[src/rtl/hir_arith_pkg.sv]
// hir_arith_pkg: shared types, limits and helpers for the HIR arithmetic helpers.
`default_nettype none

package hir_arith_pkg;

   localparam int MAC_MIN_LATENCY = 2;
   localparam int MAC_MAX_W       = 256;

   typedef struct packed {
      logic valid;
      logic acc_en;
      logic acc_clr;
   } mac_ctl_t;

   // Sign- or zero-extends the low in_w bits of value to the full carrier width;
   // callers narrow the result with a size cast, which is where truncation happens.
   function automatic logic [MAC_MAX_W-1:0] resize_ext(input logic [MAC_MAX_W-1:0] value,
                                                       input int in_w,
                                                       input logic is_signed);
      logic [MAC_MAX_W-1:0] r;
      for (int i = 0; i < MAC_MAX_W; i++)
         r[i] = (i < in_w) ? value[i] : (is_signed & value[8'(in_w - 1)]);
      return r;
   endfunction

   function automatic bit mac_params_ok(input int width, input int out_width, input int latency);
      return (width >= 2) && (out_width >= width) && (out_width <= 2 * width + 16) &&
             (out_width <= MAC_MAX_W) && (2 * width <= MAC_MAX_W) &&
             (latency >= MAC_MIN_LATENCY);
   endfunction

endpackage

`default_nettype wire

[src/rtl/mac_pipe_if.sv]
// mac_pipe_if: operand/result bundle of the pipelined multiply-accumulate unit.
`default_nettype none

interface mac_pipe_if #(
   parameter int WIDTH     = 32,
   parameter int OUT_WIDTH = 64
);
   logic                 t;
   logic [WIDTH-1:0]     a;
   logic [WIDTH-1:0]     b;
   logic                 acc_en;
   logic                 acc_clr;
   logic [OUT_WIDTH-1:0] out;
   logic                 out_valid;
   logic                 ovf;

   modport master (output t, a, b, acc_en, acc_clr, input out, out_valid, ovf);
   modport slave  (input t, a, b, acc_en, acc_clr, output out, out_valid, ovf);
endinterface

`default_nettype wire

[src/rtl/delay_line.sv]
// delay_line: WIDTH x DEPTH shift register with synchronous reset; DEPTH=0 is a wire.
`default_nettype none

module delay_line #(
   parameter int WIDTH = 1,
   parameter int DEPTH = 1
) (
   input  logic             clk,
   input  logic             rst,
   input  logic [WIDTH-1:0] din,
   output logic [WIDTH-1:0] dout
);

   generate
      if (DEPTH == 0) begin : g_pass
         logic unused_clk_rst;
         assign unused_clk_rst = clk ^ rst;
         assign dout = din;
      end else begin : g_regs
         logic [WIDTH-1:0] stage [DEPTH];

         always_ff @(posedge clk) begin
            if (rst) begin
               for (int i = 0; i < DEPTH; i++) stage[i] <= '0;
            end else begin
               stage[0] <= din;
               for (int i = 1; i < DEPTH; i++) stage[i] <= stage[i-1];
            end
         end

         assign dout = stage[DEPTH-1];
      end
   endgenerate

endmodule

`default_nettype wire

[src/rtl/mac_pipe.sv]
// mac_pipe: fully pipelined multiply / multiply-accumulate, II=1, result LATENCY cycles after t.
`default_nettype none

module mac_pipe
   import hir_arith_pkg::*;
#(
   parameter int WIDTH     = 32,
   parameter int OUT_WIDTH = 64,
   parameter int LATENCY   = 3,
   parameter bit SIGNED    = 1'b1
) (
   input  logic     clk,
   input  logic     rst,
   mac_pipe_if.slave bus
);

   generate
      if (!mac_params_ok(WIDTH, OUT_WIDTH, LATENCY)) begin : g_param_check
         $error("mac_pipe: illegal WIDTH/OUT_WIDTH/LATENCY combination");
      end
   endgenerate

   logic [WIDTH-1:0]     a_s1, b_s1;
   mac_ctl_t             ctl_s1, ctl_d;
   logic [2*WIDTH-1:0]   a_ext, b_ext, prod_full;
   logic [OUT_WIDTH-1:0] prod, prod_d, sum, acc, out_r;
   logic                 carry, sum_ovf, ovf_r, valid_r;

   always_ff @(posedge clk) begin
      if (rst) begin
         a_s1   <= '0;
         b_s1   <= '0;
         ctl_s1 <= '0;
      end else begin
         a_s1           <= bus.a;
         b_s1           <= bus.b;
         ctl_s1.valid   <= bus.t;
         ctl_s1.acc_en  <= bus.acc_en;
         ctl_s1.acc_clr <= bus.acc_clr;
      end
   end

   always_comb begin
      a_ext     = SIGNED ? {{WIDTH{a_s1[WIDTH-1]}}, a_s1} : {{WIDTH{1'b0}}, a_s1};
      b_ext     = SIGNED ? {{WIDTH{b_s1[WIDTH-1]}}, b_s1} : {{WIDTH{1'b0}}, b_s1};
      prod_full = a_ext * b_ext;
      prod      = OUT_WIDTH'(resize_ext(MAC_MAX_W'(prod_full), 2 * WIDTH, SIGNED));
   end

   // First register of the delay is the stage-2 product; LATENCY=2 leaves it combinational.
   delay_line #(.WIDTH(OUT_WIDTH), .DEPTH(LATENCY - 2)) u_prod_dly (
      .clk  (clk),
      .rst  (rst),
      .din  (prod),
      .dout (prod_d)
   );

   delay_line #(.WIDTH($bits(mac_ctl_t)), .DEPTH(LATENCY - 2)) u_ctl_dly (
      .clk  (clk),
      .rst  (rst),
      .din  (ctl_s1),
      .dout (ctl_d)
   );

   always_comb begin
      {carry, sum} = {1'b0, acc} + {1'b0, prod_d};
      sum_ovf      = SIGNED ? ((acc[OUT_WIDTH-1] == prod_d[OUT_WIDTH-1]) &&
                               (sum[OUT_WIDTH-1] != acc[OUT_WIDTH-1]))
                            : carry;
   end

   always_ff @(posedge clk) begin
      if (rst) begin
         acc     <= '0;
         out_r   <= '0;
         ovf_r   <= 1'b0;
         valid_r <= 1'b0;
      end else begin
         valid_r <= ctl_d.valid;
         if (ctl_d.valid) begin
            if (!ctl_d.acc_en) begin
               out_r <= prod_d;
            end else if (ctl_d.acc_clr) begin
               acc   <= prod_d;
               out_r <= prod_d;
               ovf_r <= 1'b0;
            end else begin
               acc   <= sum;
               out_r <= sum;
               ovf_r <= ovf_r | sum_ovf;
            end
         end
      end
   end

   assign bus.out       = out_r;
   assign bus.out_valid = valid_r;
   assign bus.ovf       = ovf_r;

endmodule

`default_nettype wire

[src/flat_wrapper.sv]
// flat-port wrapper written by rule: the top's interface ports become plain ports
module mac_pipe_flat import hir_arith_pkg::*;
#(
   parameter int WIDTH     = 32,
   parameter int OUT_WIDTH = 64,
   parameter int LATENCY   = 3,
   parameter bit SIGNED    = 1'b1
)
  (clk, rst, bus_t, bus_a, bus_b, bus_acc_en, bus_acc_clr, bus_out, bus_out_valid, bus_ovf);
  mac_pipe_if #(.WIDTH(WIDTH), .OUT_WIDTH(OUT_WIDTH)) bus_i ();
  input  logic clk;
  input  logic rst;
  input wire logic [$bits(bus_i.t)-1:0] bus_t;
  input wire logic [$bits(bus_i.a)-1:0] bus_a;
  input wire logic [$bits(bus_i.b)-1:0] bus_b;
  input wire logic [$bits(bus_i.acc_en)-1:0] bus_acc_en;
  input wire logic [$bits(bus_i.acc_clr)-1:0] bus_acc_clr;
  output wire logic [$bits(bus_i.out)-1:0] bus_out;
  output wire logic [$bits(bus_i.out_valid)-1:0] bus_out_valid;
  output wire logic [$bits(bus_i.ovf)-1:0] bus_ovf;
  assign bus_i.t = bus_t;
  assign bus_i.a = bus_a;
  assign bus_i.b = bus_b;
  assign bus_i.acc_en = bus_acc_en;
  assign bus_i.acc_clr = bus_acc_clr;
  assign bus_out = bus_i.out;
  assign bus_out_valid = bus_i.out_valid;
  assign bus_ovf = bus_i.ovf;
  mac_pipe #(.WIDTH(WIDTH), .OUT_WIDTH(OUT_WIDTH), .LATENCY(LATENCY), .SIGNED(SIGNED)) u_core (.clk(clk), .rst(rst), .bus(bus_i));
endmodule
[config.mk]
export PLATFORM = sky130hd
export DESIGN_NAME = mac_pipe_flat
export DESIGN_NICKNAME = d
export VERILOG_FILES = /design/src/rtl/hir_arith_pkg.sv /design/src/rtl/mac_pipe_if.sv /design/src/rtl/delay_line.sv /design/src/rtl/mac_pipe.sv /design/src/flat_wrapper.sv
export SDC_FILE = /design/constraint.sdc
export NUM_CORES = 2
export LEC_CHECK = 0
export CAP_MARGIN = 20
export CORE_UTILIZATION = 35
export CTS_CLUSTER_DIAMETER = 30
export DETAILED_ROUTE_END_ITERATION = 12
export HOLD_SLACK_MARGIN = 0.02
export MAX_ROUTING_LAYER = met4
export SLEW_MARGIN = 20
export SYNTH_ARGS = -nofsm -noshare
export SYNTH_HDL_FRONTEND = slang
export SYNTH_SLANG_ARGS = --single-unit
export TNS_END_PERCENT = 100
[constraint.sdc]
create_clock -name clk -period 8.4 [get_ports clk]
set_input_delay 0.84 -clock clk [delete_from_list [all_inputs] [get_ports clk]]
set_output_delay 0.84 -clock clk [all_outputs]
set_load 0.01 [all_outputs]
Yosys cells after proc, flatten, opt, wreduce, memory -nomap -nowiden
Memories as Yosys holds them, arrays and structs flattened.
Index checks and enable logic that the tools add are counted.

storage, ports and cells
  register bits = 197
  bits in writable memories = 67
  word-level logic and storage cells = 30
  output and inout bits = 66
  memories kept = 2
  bits of input ports = 69

memories
  name                            words  width  read ports  clocked after memory_dff  wr ports  RTL line          text
  u_core.u_prod_dly.g_regs.stage  1      64     1           0                         1         delay_line.sv:20  logic [WIDTH-1:0] stage [DEPTH];
  u_core.u_ctl_dly.g_regs.stage   1      3      1           0                         1         delay_line.sv:20

operators by class
  reduce and logical (&&, ||, !) cells = 4
  $mul = 1
  bitwise gates (word level) = 1
  add/subtract/negate cells = 1
  multiplexer cells = 10
  equality and inequality tests = 2

operator list
  kind                 count
  $mux W64             3
  $add A64 B64 Y64     1
  $mul A32 B32 Y64     1
  $reduce_or A64 Y1    1
  $mux W1              6
  $mux W3              1
  $reduce_or A3 Y1     1
  $reduce_and A2 Y1    1
  $eq A1 B1 Y1         1
  $logic_and A1 B1 Y1  1
  $ne A1 B1 Y1         1
  $or A1 B1 Y1         1

Depth between registers and ports, before layout
  depth after elaboration = 5
  gate-level depth with buffers = 29
  mapped depth without buffers = 27

By module
Synthesis repeated with hierarchy kept, for this count alone.

unflattened totals
  cells, all modules = 5415
  area total of the unflattened synthesis = 49383.6 µm²

by module, submodules not included
  module                          area an instance (µm²)  instances  sequential area each (µm²)  cells each
  mac_pipe                        47386.7                 1          3943.8                      5274
  delay_line (u_core.u_prod_dly)  1918.1                  1          1281.2                      135
  delay_line (u_core.u_ctl_dly)   78.8                    1          60.1                        6

Worst setup path after synthesis
Ideal clock, no wire load.

  kind = reg-to-reg
  start point = register u_core.a_s1[31]
  end point = memory u_core.u_prod_dly.g_regs.stage[0][60] (netlist bit)
  arrival = 7414 ps
  cell stages (with the launch flop) = 25
  setup slack = 863 ps
  setup time = 123 ps
  required time = 8277 ps
  buffers on the path = 2
  cells stage by stage = dfxtp_1 -> clkbuf_1 -> nand2_1 -> inv_1 -> fa_1 -> inv_1 -> fa_1 -> inv_1 -> fa_1 -> fa_1 -> inv_1 -> fa_1 -> inv_1 -> fa_1 -> inv_1 -> fa_1 -> inv_1 -> fa_1 -> ha_1 -> clkbuf_1 -> o2111ai_1 -> a2111oi_1 -> nor3b_2 -> a31oi_1 -> mux2_1

on the way
  word-level cells in the longest chain between the ends = 2

RTL lines
  item                    RTL line          text
  start, declared         mac_pipe.sv:23    logic [WIDTH-1:0] a_s1, b_s1;
  start signal, assigned  mac_pipe.sv:35    a_s1 <= bus.a;
  $mul A32 B32 Y64        mac_pipe.sv:46    prod_full = a_ext * b_ext;
  $mux W64 (no line)      n/a
  end, declared           delay_line.sv:20

No other way between the ends.

Worst setup path after layout
  start point = register u_core.b_s1[13]
  end point = memory u_core.u_prod_dly.g_regs.stage[0][60] (netlist bit)

on the way
  word-level cells in the longest chain between the ends = 2

RTL lines
  item                    RTL line        text
  start, declared         mac_pipe.sv:23
  start signal, assigned  mac_pipe.sv:36  b_s1 <= bus.b;
  $mul A32 B32 Y64        mac_pipe.sv:46
  $mux W64 (no line)      n/a

No other way between the ends.

==> flow_metrics.env <==
export IMPL_status="completed"
export IMPL_final_nets=6854
export IMPL_worstSetupEndpointType="flop"
export IMPL_rsz0062_at_grt="no"
export IMPL_antenna_found_initial=3
export IMPL_rows=136
export IMPL_fin_worst_skew_ps=53.62
export IMPL_switching_share=0.5005
export IMPL_syn2layout_area_growth_pct=13.27
export IMPL_drive_above_1_share=0.05853
export IMPL_ys_warnings_count=0
export IMPL_gr_total_overflow=0
export IMPL_clock_latency_ps=700
export IMPL_vias=36750
export IMPL_maxSlewHeadroom=0.3729
export IMPL_core_area_mm2=0.1382
export IMPL_power_density_mw_per_mm2=323.6
export IMPL_clk_path_buf_depth=3
export IMPL_fin_area_mm2=0.05554
export IMPL_wirelength_um=141800
export IMPL_syn_area_mm2=0.04904
export IMPL_holdWs_ps=437.9
export IMPL_die_area_mm2=0.1416
export IMPL_die_h_um=376.3
export IMPL_cp_arrival_ps=8650
export IMPL_worst_pin_slew_ps=937.1
export IMPL_io_buffers=134
export IMPL_ys_ff_latch=264
export IMPL_setup_tns_ps=0
export IMPL_final_max_slew_viol_count=0
export IMPL_preCtsSetupSlack_ps=144.7
export IMPL_fillCellCount=13810
export IMPL_grt_pass1_wl_um=226900
export IMPL_grt_use_total=0.2117
export IMPL_cp_max_fo=14
export IMPL_maxCapViolations=0
export IMPL_ant_nets=0
export IMPL_grt_pass1_vias=39120
export IMPL_fmax_ghz=0.1234
export IMPL_setup_viol=0
export IMPL_first_iter_violations=2548
export IMPL_fin_crit_sh=0.9648
export IMPL_min_period_ps=8104
export IMPL_p_clk_frac=0.175
export IMPL_hold_viol=0
export IMPL_firstDrtPassIters=8
export IMPL_ir_drop_mv=0.4099
export IMPL_cts_repair_resized=0
export IMPL_clock_root_buffer="clkbuf_16"
export IMPL_finalPower_uw=17970
export IMPL_dpl_cell_area_mm2=0.05266
export IMPL_crit_type="reg2reg"
export IMPL_wl_per_cell_um=19.19
export IMPL_synth_most_common_cell="fa_1"
export IMPL_die_x_um=376.3
export IMPL_cts_clk_slew_worst_paths_ps=40
export IMPL_syn_nets=6820
export IMPL_cts_sinks=264
export IMPL_hp_class="reg2reg"
export IMPL_htreeDepth=3
export IMPL_yosys_cell_types_count=83
export IMPL_cts_tree="yes"
export IMPL_layout_setup_ws_ps=296.0
export IMPL_net_switching_power_uw=8995
export IMPL_yosysTopAreaCell="fa_1"
export IMPL_syn_inst=5421
export IMPL_grt_max_degree=74
export IMPL_dpl_hpwl_um=116300
export IMPL_synth_avg_cell_area_um2=9.046
export IMPL_synth_seq_area_share=0.1078
export IMPL_synth_top_area_share=0.4421
export IMPL_cts_setup_buffers=0
export IMPL_synthFlopType="dfxtp_1"
export IMPL_io_pins=135
export IMPL_synth_edff_count=0
export IMPL_place_congestion=0.9161
export IMPL_leakage_uw=0.02615
export IMPL_synth_commonest_cells="fa_1, inv_1, nand2_1"
export IMPL_numCtsBuffers=78
export IMPL_crit_required_ps=8940
export IMPL_cts_hold_buf=0
export IMPL_cp_start_kind="flop"
export IMPL_yosys_top_cells_area="fa_1, dfxtp_1, inv_1, and2_1, ha_1"
export IMPL_drc=0
export IMPL_internal_power_uw=8977
export IMPL_initial_core_util=0.3549
export IMPL_ys_async_sr_fraction=0
export IMPL_p_seq_frac=0.095
export IMPL_combinationalPowerShare=0.730
export IMPL_avgViaCountPerCell=4.975
-- cells by family (layout without fill, tap and decap cells) --
| logic type | Yosys count | in the layout | synth area share |
|---|---|---|---|
| buffers and inverters | 1304 | 1402 | 0.1002 |
| XOR/XNOR | 117 | 117 | 0.02090 |
| other | 0 | 5 | 0 |
| flip-flops | 264 | 264 | 0.1078 |
| AO/OA/AOI/OAI | 673 | 673 | 0.08895 |
| AND/OR/NAND/NOR | 1699 | 1699 | 0.1699 |
| multiplexers | 34 | 34 | 0.007068 |
| adder cells (fa/ha/maj) | 1330 | 1330 | 0.5052 |
-- worst paths after layout --
check	from	end	slack [ps]	cells past startpoint
setup / recovery	u_core.b_s1[13]	u_core.u_prod_dly.g_regs.stage[0][60]	300	24
setup reg to reg	u_core.b_s1[13]	u_core.u_prod_dly.g_regs.stage[0][60]	300	24
hold / removal	u_core.ctl_s1[2]	u_core.u_ctl_dly.g_regs.stage[0][2]	440	1
hold reg to reg	u_core.ctl_s1[2]	u_core.u_ctl_dly.g_regs.stage[0][2]	440	1
-- registers in the layout (all words and copies together), names as in the netlist --
| signal | count |
|---|---|
| u_core.bus.out_valid | 1 |
| u_core.u_ctl_dly.g_regs.stage | 3 |
| u_core.u_prod_dly.g_regs.stage | 64 |
| u_core.ctl_s1 | 3 |
| u_core.bus.ovf | 1 |
| u_core.b_s1 | 32 |
| u_core.acc | 64 |
| u_core.a_s1 | 32 |
| u_core.bus.out | 64 |
-- power by group through the flow --
stage	clock network [uW]	logic, uW	registers (uW)
after floorplan	0	9690	1600
after global placement	0	12900	1720
after detailed placement	0	13000	1720
after CTS	3220	13100	1700
after global routing	3280	14800	1730
final	3150	13100	1710
-- critical path: stages (launching register included) --
cell       delay, ps
dfxtp_1          670
buf_4            280
and2_1           160
fa_1             430
fa_1             520
inv_1             70
fa_1             510
fa_1             530
inv_1             60
fa_1             630
fa_1             460
fa_1             490
inv_1             50
fa_1             490
inv_1             40
ha_1             420
and3_1           240
a221oi_1          90
o21bai_1         320
a2111o_1         210
nand3_2          140
a2111oi_1        450
nor3b_2          120
a31oi_1          220
mux2_1           340
-- cell usage in the layout, fill, tap and decap left out, types with 126 or more instances in the layout --
cell             Yosys  layout
a21oi_1            206     206
and2_1             522     521
buf_4                0     126
clkdlybuf4s50_1      0     133
dfxtp_1            264     241
fa_1              1083    1083
ha_1               247     247
inv_1              985     985
nand2_1            649     649
nor2_1             247     247
-- routing by layer --
layer	vias to the layer above	share of wire	track usage	wire, um
met4	0	0.018	0.04441	2523
met1	18800	0.48	0.3025	67590
met3	160	0.078	0.04354	11090
met5	-	0	-	0
li1	16610	-	-	-
met2	1177	0.43	0.3081	60590
-- stage by stage --
step / std cells / util
6_report: 7387 / 0.4020
3_5_place_dp: 7238 / 0.3811
3_3_place_gp: 7238 / 0.3811
2_1_floorplan: 5421 / -
5_1_grt: 7384 / 0.4019
4_1_cts: 7382 / 0.4017
-- area by class of cell --
cell class              instances  area [um2]  area share
clock inverters                46       690.7     0.01243
inverters                     987        3705     0.06670
clock buffers                  98        2147     0.03865
multi-input cells            3853       38840      0.6992
diodes                          5       12.51   0.0002253
flip-flops and latches        264        5316     0.09571
repair buffers                271        2504     0.04507
well taps                    1863        2331     0.04197
No activity file was read; power rests on OpenSTA's default activity.
